<file path="config.mk">
export PLATFORM = sky130hd
export DESIGN_NAME = envelope_detector_param_flat
export DESIGN_NICKNAME = d
export VERILOG_FILES = /design/src/rtl/envelope_detector_param_if.sv /design/src/rtl/envelope_detector_param.sv /design/src/flat_wrapper.sv
export SDC_FILE = /design/constraint.sdc
export NUM_CORES = 1
export LEC_CHECK = 0
export ABC_AREA = 1
export BUFFER_PORTS_ARGS = -buffer_cell sky130_fd_sc_hd__buf_2
export CORE_AREA = 2 2 105 107
export CTS_CLUSTER_SIZE = 24
export DETAILED_ROUTE_END_ITERATION = 16
export DIE_AREA = 0 0 107 109
export PLACE_DENSITY = 0.65
export SLEW_MARGIN = 20
export SYNTH_ARGS = -nofsm -noshare
export SYNTH_HDL_FRONTEND = slang
export SYNTH_SLANG_ARGS = --single-unit
</file>
<file path="constraint.sdc">
create_clock -name clk -period 3.35 [get_ports clk]
set_input_delay 0.67 -clock clk [delete_from_list [all_inputs] [get_ports clk]]
set_output_delay 0.67 -clock clk [all_outputs]
set_load 0.02 [all_outputs]
</file>
<file path="src/rtl/envelope_detector_param_if.sv">
// Sample-in / envelope-out bus of the AM envelope detector.
// ENV_PEAK_EN adds the peak_mode control line.
interface envelope_detector_param_if #(
  parameter int unsigned IN_W    = 8,
  parameter int unsigned OUT_W   = 8,
  parameter int unsigned DECIM_W = 8
);
  logic                      clr;
  logic                      in_valid;
  logic signed [IN_W-1:0]    in_data;
  logic [3:0]                shift;
  logic [DECIM_W-1:0]        decim;
`ifdef ENV_PEAK_EN
  logic                      peak_mode;
`endif
  logic [OUT_W-1:0]          env_out;
  logic                      env_valid;

  modport master (
    output clr, in_valid, in_data, shift, decim,
`ifdef ENV_PEAK_EN
    output peak_mode,
`endif
    input  env_out, env_valid
  );

  modport slave (
    input  clr, in_valid, in_data, shift, decim,
`ifdef ENV_PEAK_EN
    input  peak_mode,
`endif
    output env_out, env_valid
  );
endinterface

</file>
<file path="src/rtl/envelope_detector_param.sv">
// AM envelope detector: rectify -> first-order IIR (pole 1-2^-k) -> decimate.
// Optional ENV_PEAK_EN: peak_mode gives instant attack with IIR decay.
module envelope_detector_param #(
  parameter int unsigned IN_W    = 8,
  parameter int unsigned OUT_W   = 8,
  parameter int unsigned FRAC_W  = 10,
  parameter int unsigned DECIM_W = 8
) (
  input  logic                         clk,
  input  logic                         RSTb,
  envelope_detector_param_if.slave     bus
);
  localparam int unsigned MAG_W = IN_W - 1;
  localparam int unsigned ACC_W = IN_W - 1 + FRAC_W;
  localparam int unsigned KW    = 5;

  logic [MAG_W-1:0]   mag;
  logic               mag_v;
  logic [ACC_W-1:0]   acc;
  logic               acc_v;
  logic [DECIM_W-1:0] cnt;

  logic [IN_W-1:0]    neg_c;
  logic [MAG_W-1:0]   mag_c;
  logic [KW-1:0]      keff_c;
  logic [ACC_W-1:0]   decay_c;
  logic [ACC_W-1:0]   add_c;
  logic [ACC_W:0]     sum_c;
  logic [ACC_W-1:0]   acc_nxt_c;
  logic [OUT_W-1:0]   y_c;

  // Saturating magnitude: the most negative code maps to the largest positive.
  assign neg_c = IN_W'(~bus.in_data) + IN_W'(1);

  always_comb begin
    mag_c = bus.in_data[MAG_W-1:0];
    if (bus.in_data[IN_W-1]) begin
      mag_c = neg_c[IN_W-1] ? '1 : neg_c[MAG_W-1:0];
    end
  end

  always_comb begin
    keff_c = KW'(bus.shift);
    if (bus.shift == 4'd0) begin
      keff_c = KW'(1);
    end else if (32'(bus.shift) > FRAC_W) begin
      keff_c = KW'(FRAC_W);
    end
  end

  // Input scaled by 2^-k keeps unity DC gain against the 2^-k leak.
  assign decay_c = acc >> keff_c;
  assign add_c   = ACC_W'(mag) << (KW'(FRAC_W) - keff_c);
  assign sum_c   = (ACC_W+1)'(acc - decay_c) + (ACC_W+1)'(add_c);

`ifdef ENV_PEAK_EN
  logic [ACC_W-1:0] full_c;
  assign full_c = ACC_W'(mag) << FRAC_W;

  always_comb begin
    acc_nxt_c = sum_c[ACC_W] ? '1 : sum_c[ACC_W-1:0];
    if (bus.peak_mode && (full_c > acc)) begin
      acc_nxt_c = full_c;
    end
  end
`else
  always_comb begin
    acc_nxt_c = sum_c[ACC_W] ? '1 : sum_c[ACC_W-1:0];
  end
`endif

  assign y_c = OUT_W'(acc[ACC_W-1:FRAC_W]);

  // Stage 1: rectifier.
  always_ff @(posedge clk or negedge RSTb) begin
    if (!RSTb) begin
      mag   <= '0;
      mag_v <= 1'b0;
    end else if (bus.clr) begin
      mag_v <= 1'b0;
    end else begin
      mag_v <= bus.in_valid;
      if (bus.in_valid) begin
        mag <= mag_c;
      end
    end
  end

  // Stage 2: IIR accumulator.
  always_ff @(posedge clk or negedge RSTb) begin
    if (!RSTb) begin
      acc   <= '0;
      acc_v <= 1'b0;
    end else if (bus.clr) begin
      acc   <= '0;
      acc_v <= 1'b0;
    end else begin
      acc_v <= mag_v;
      if (mag_v) begin
        acc <= acc_nxt_c;
      end
    end
  end

  // Decimator; >= lets a lowered ratio release on the next update.
  always_ff @(posedge clk or negedge RSTb) begin
    if (!RSTb) begin
      cnt           <= '0;
      bus.env_out   <= '0;
      bus.env_valid <= 1'b0;
    end else if (bus.clr) begin
      cnt           <= '0;
      bus.env_valid <= 1'b0;
    end else if (acc_v) begin
      if (cnt >= bus.decim) begin
        bus.env_out   <= y_c;
        bus.env_valid <= 1'b1;
        cnt           <= '0;
      end else begin
        cnt           <= cnt + DECIM_W'(1);
        bus.env_valid <= 1'b0;
      end
    end else begin
      bus.env_valid <= 1'b0;
    end
  end
endmodule

</file>
<file path="src/flat_wrapper.sv">
// flat-port wrapper written by rule: the top's interface ports become plain ports
module envelope_detector_param_flat 
#(
  parameter int unsigned IN_W    = 8,
  parameter int unsigned OUT_W   = 8,
  parameter int unsigned FRAC_W  = 10,
  parameter int unsigned DECIM_W = 8
)
  (clk, RSTb, bus_clr, bus_in_valid, bus_in_data, bus_shift, bus_decim, bus_env_out, bus_env_valid);
  envelope_detector_param_if #(.IN_W(IN_W), .OUT_W(OUT_W), .DECIM_W(DECIM_W)) bus_i ();
  input  logic clk;
  input  logic RSTb;
  input wire logic [$bits(bus_i.clr)-1:0] bus_clr;
  input wire logic [$bits(bus_i.in_valid)-1:0] bus_in_valid;
  input wire logic [$bits(bus_i.in_data)-1:0] bus_in_data;
  input wire logic [$bits(bus_i.shift)-1:0] bus_shift;
  input wire logic [$bits(bus_i.decim)-1:0] bus_decim;
  output wire logic [$bits(bus_i.env_out)-1:0] bus_env_out;
  output wire logic [$bits(bus_i.env_valid)-1:0] bus_env_valid;
  assign bus_i.clr = bus_clr;
  assign bus_i.in_valid = bus_in_valid;
  assign bus_i.in_data = bus_in_data;
  assign bus_i.shift = bus_shift;
  assign bus_i.decim = bus_decim;
  assign bus_env_out = bus_i.env_out;
  assign bus_env_valid = bus_i.env_valid;
  envelope_detector_param #(.IN_W(IN_W), .OUT_W(OUT_W), .FRAC_W(FRAC_W), .DECIM_W(DECIM_W)) u_core (.clk(clk), .RSTb(RSTb), .bus(bus_i));
endmodule
</file>
==> reports/qor.yml <==
die_height_um: 109
place_inst: 971
skew_ns: 0.005633
synthArstFlopShare_pct: 100.0
grt_max_degree: 43
violations: "setup timing"
rsz0062_at_grt: "true"
switchingPower_mw: 2.368
synth_area_um2: 4666
io_buffer_count: 31
synthTopCellsByArea: "dfrtp_1 23%, nand2_1 21%, inv_1 9.3%"
crit_path_cell_trace: "buf_4, o21ai_4, nand2_4, inv_4, ha_4, xnor2_4, inv_4, nor3_2, nand3_1, a21boi_2, fa_1, inv_1, ha_4, nand2_1, nand2_1, o21bai_1, a21oi_2, nand3_2, nand2_4, buf_12, nand2_2, nand2_2, nand2_1"
wl_um: 14220
hold_slack_ns: 0.3456
min_period_ns: 3.776
drt_pre_antenna_iters: 5
clk_pin_slew_ns: 0.09
setup_tns_ns: -6.888
cts-htree-levels: 2
endpoint_kind: "flip-flop"
clk_latency_ns: 0.31
finalHoldViolations: 0
yosysTopAreaCell: "dfrtp_1"
ioPinCount: 33
die_x_um: 107
critPathMaxFanout: 13
antenna_found_initial: 0
synth_edf_count: 0
num_antenna_cells: 0
tritoncts: "built"
maxSlewHeadroom_pct: 61.55
ys_warn_count: 0
path_delay_family: "simple AND/OR/NAND/NOR gates"
p_leak_nw: 3.351
cts_hold_buffers: 0
overflow: 0
grt_pass1_vias: 5020
holdCritPathClass: "input port to async pin"
critPathKind: "input port to flip-flop"
p_seq_share_pct: 13.1
clock-root-buffer: "clkbuf_8"
core-area_um2: 10600
antenna_left: 0
pwr-share-comb_pct: 79.5
power_density_nw_per_um2: 774.7
fmax_ghz: 0.2648
drive_above_1_share_pct: 30.48
yosysMostFrequentCell: "nand2_1"
via_count: 5052
clock_sink_count: 42
start_kind: "input port"
worst_path_most_repeated_cell: "nand2_1"
power.share.clock_pct: 7.4
r2r-end: "u_core.acc[13]"
tightestPinTransition_ns: 0.5740
status: "finished, violations left"
synthCells: 722
hpwl_um: 10910
synth_nets: 792
synthTopCellsByCount: "261 x nand2_1, 115 x inv_1, 42 x dfrtp_1, 42 x nand3_1, 36 x nor2_1"
die_area_um2: 11660
period_share_pct: 112.7
internal_power_mw: 2.551
rows: 38
max-vdd-ir-drop_uv: 415.7
post-place-ws_ns: -0.7923
ys_ff_latch: 42
r2r_cells: 17
yosysTopAreaCellShare_pct: 22.53
fin_total_pwr_mw: 4.919
fillers: 965
initial_core_util_pct: 44.01
wl_per_cell_um: 14.32
syn_to_final_growth_pct: 36.10
stdcell_count: 993
ys_seq_area_share_pct: 22.53
rrSetupSlack_ns: 0.14
worst-endpoint-required_ns: 3.55
numCtsBuffers: 5
cts_buffer_depth: 2
setup_slack_ns: -0.4260
crit_path_max_incr_delay_ns: 0.50
yosysUniqueCellTypes: 44
final_nets: 922
cp_data_arrival_time_ns: 3.98
sw_frac_of_total_pct: 48.15
crit_buf_inv: 5
grtUsageTotal_pct: 25.51
cap_violations: 0
r2r-start: "u_core.acc[15]"
slew_violations: 0
syn_area_per_cell_um2: 6.462
drc: 0
avgViaCountPerCell: 5.088
initialDrtViolationCount: 419
setup_violations: 17
grt_first_pass_wirelength_um: 23800
critical-path-slowest-cell: "fa_1"
yosys_most_used_dff: "dfrtp_1"
routabilityCongestion: 0.9328
worst max path at each step:
stage                 startpoint  cells after the start              to
floorplan           bus_shift[3]                     25   u_core.acc[7]
global placement    bus_shift[2]                     29  u_core.acc[16]
detailed placement  bus_shift[2]                     28  u_core.acc[16]
CTS                 bus_shift[2]                     26   u_core.acc[9]
global route        bus_shift[2]                     26  u_core.acc[14]
finish              bus_shift[3]                     23  u_core.acc[13]
cells in the final DEF (no fill, tap or decap), drive strengths merged:
master / synthesis / final
o21bai: 3 / 3
nand2: 264 / 264
nor3: 9 / 9
o211ai: 11 / 11
ha: 29 / 29
a32oi: 3 / 3
a31oi: 1 / 1
a21oi: 22 / 22
fa: 17 / 17
nor2: 38 / 38
o22ai: 11 / 11
inv: 120 / 120
o2111ai: 1 / 1
xor2: 2 / 2
nand4: 3 / 3
clkinvlp: 0 / 3
o21ai: 57 / 57
a22oi: 2 / 2
a21boi: 1 / 1
conb: 2 / 2
clkbuf: 6 / 5
or2: 5 / 5
dfrtp: 42 / 42
o31ai: 3 / 3
xnor2: 9 / 9
nand3: 42 / 42
and2: 1 / 1
nand3b: 6 / 6
buf: 11 / 140
a211oi: 1 / 1
layer usage:
layer  vias up  track usage [%]  wire, µm  part of all wire [%]
li1       2554                -         -                     -
met1      2355            35.42      6656                    47
met2       128            43.81      6742                    47
met3        15            2.391       660                   4.6
met4         0            4.731       160                   1.1
met5         -                0         0                     0
metrics by stage:
stage	util (%)	instance area (µm²)
6_report	59.89	6350
5_1_grt	59.89	6350
4_1_cts	59.31	6289
3_5_place_dp	54.39	5767
3_3_place_gp	54.39	5767
2_1_floorplan	-	4850
sequential cells by signal (all words and copies together), names as in the netlist:
register / flops
u_core.bus.env_valid: 1
u_core.mag_v: 1
u_core.bus.env_out: 7
u_core.acc_v: 1
u_core.mag: 7
u_core.acc: 17
u_core.cnt: 8
power groups by stage:
| stage | Sequential, mW | Clock [mW] | Combinational (mW) |
|---|---|---|---|
| after floorplan | 0.653 | 0 | 2.03 |
| after global placement | 0.650 | 0 | 3.23 |
| after detailed placement | 0.652 | 0 | 3.26 |
| after CTS | 0.644 | 0.367 | 3.76 |
| after global routing | 0.655 | 0.390 | 4.32 |
| final | 0.645 | 0.363 | 3.91 |
layout make-up:
cell class	count	area, µm²	share of cell area (%)
Multi-Input combinational cell	543	3505	55.19
Clock inverter	3	23.77	0.3744
Inverter	120	466.7	7.350
Clock buffer	5	68.82	1.084
Tap cell	140	175.2	2.759
Sequential cell	42	1051	16.55
Timing Repair Buffer	140	1060	16.69
logic make-up (layout without fill, tap and decap cells):
logic type	count (synthesis)	in the layout	share of synthesized area (%)
buffers and inverters	137	268	12.15
and+or+nand+nor	368	368	32.42
AOI/OAI and AO/OA	116	116	15.21
xor gates and xnor gates	11	11	2.467
other	2	2	0.1610
adders and majority gates	46	46	15.07
DFF	42	42	22.53
repair_timing:
item / CTS / global route
pin swaps: 10 / 23
buffers inserted: 12 / 1
endpoints found under the setup margin: 17 / 17
cloned: 2 / 0
resized for setup: 79 / 29
No activity file was read; power rests on OpenSTA's default activity.
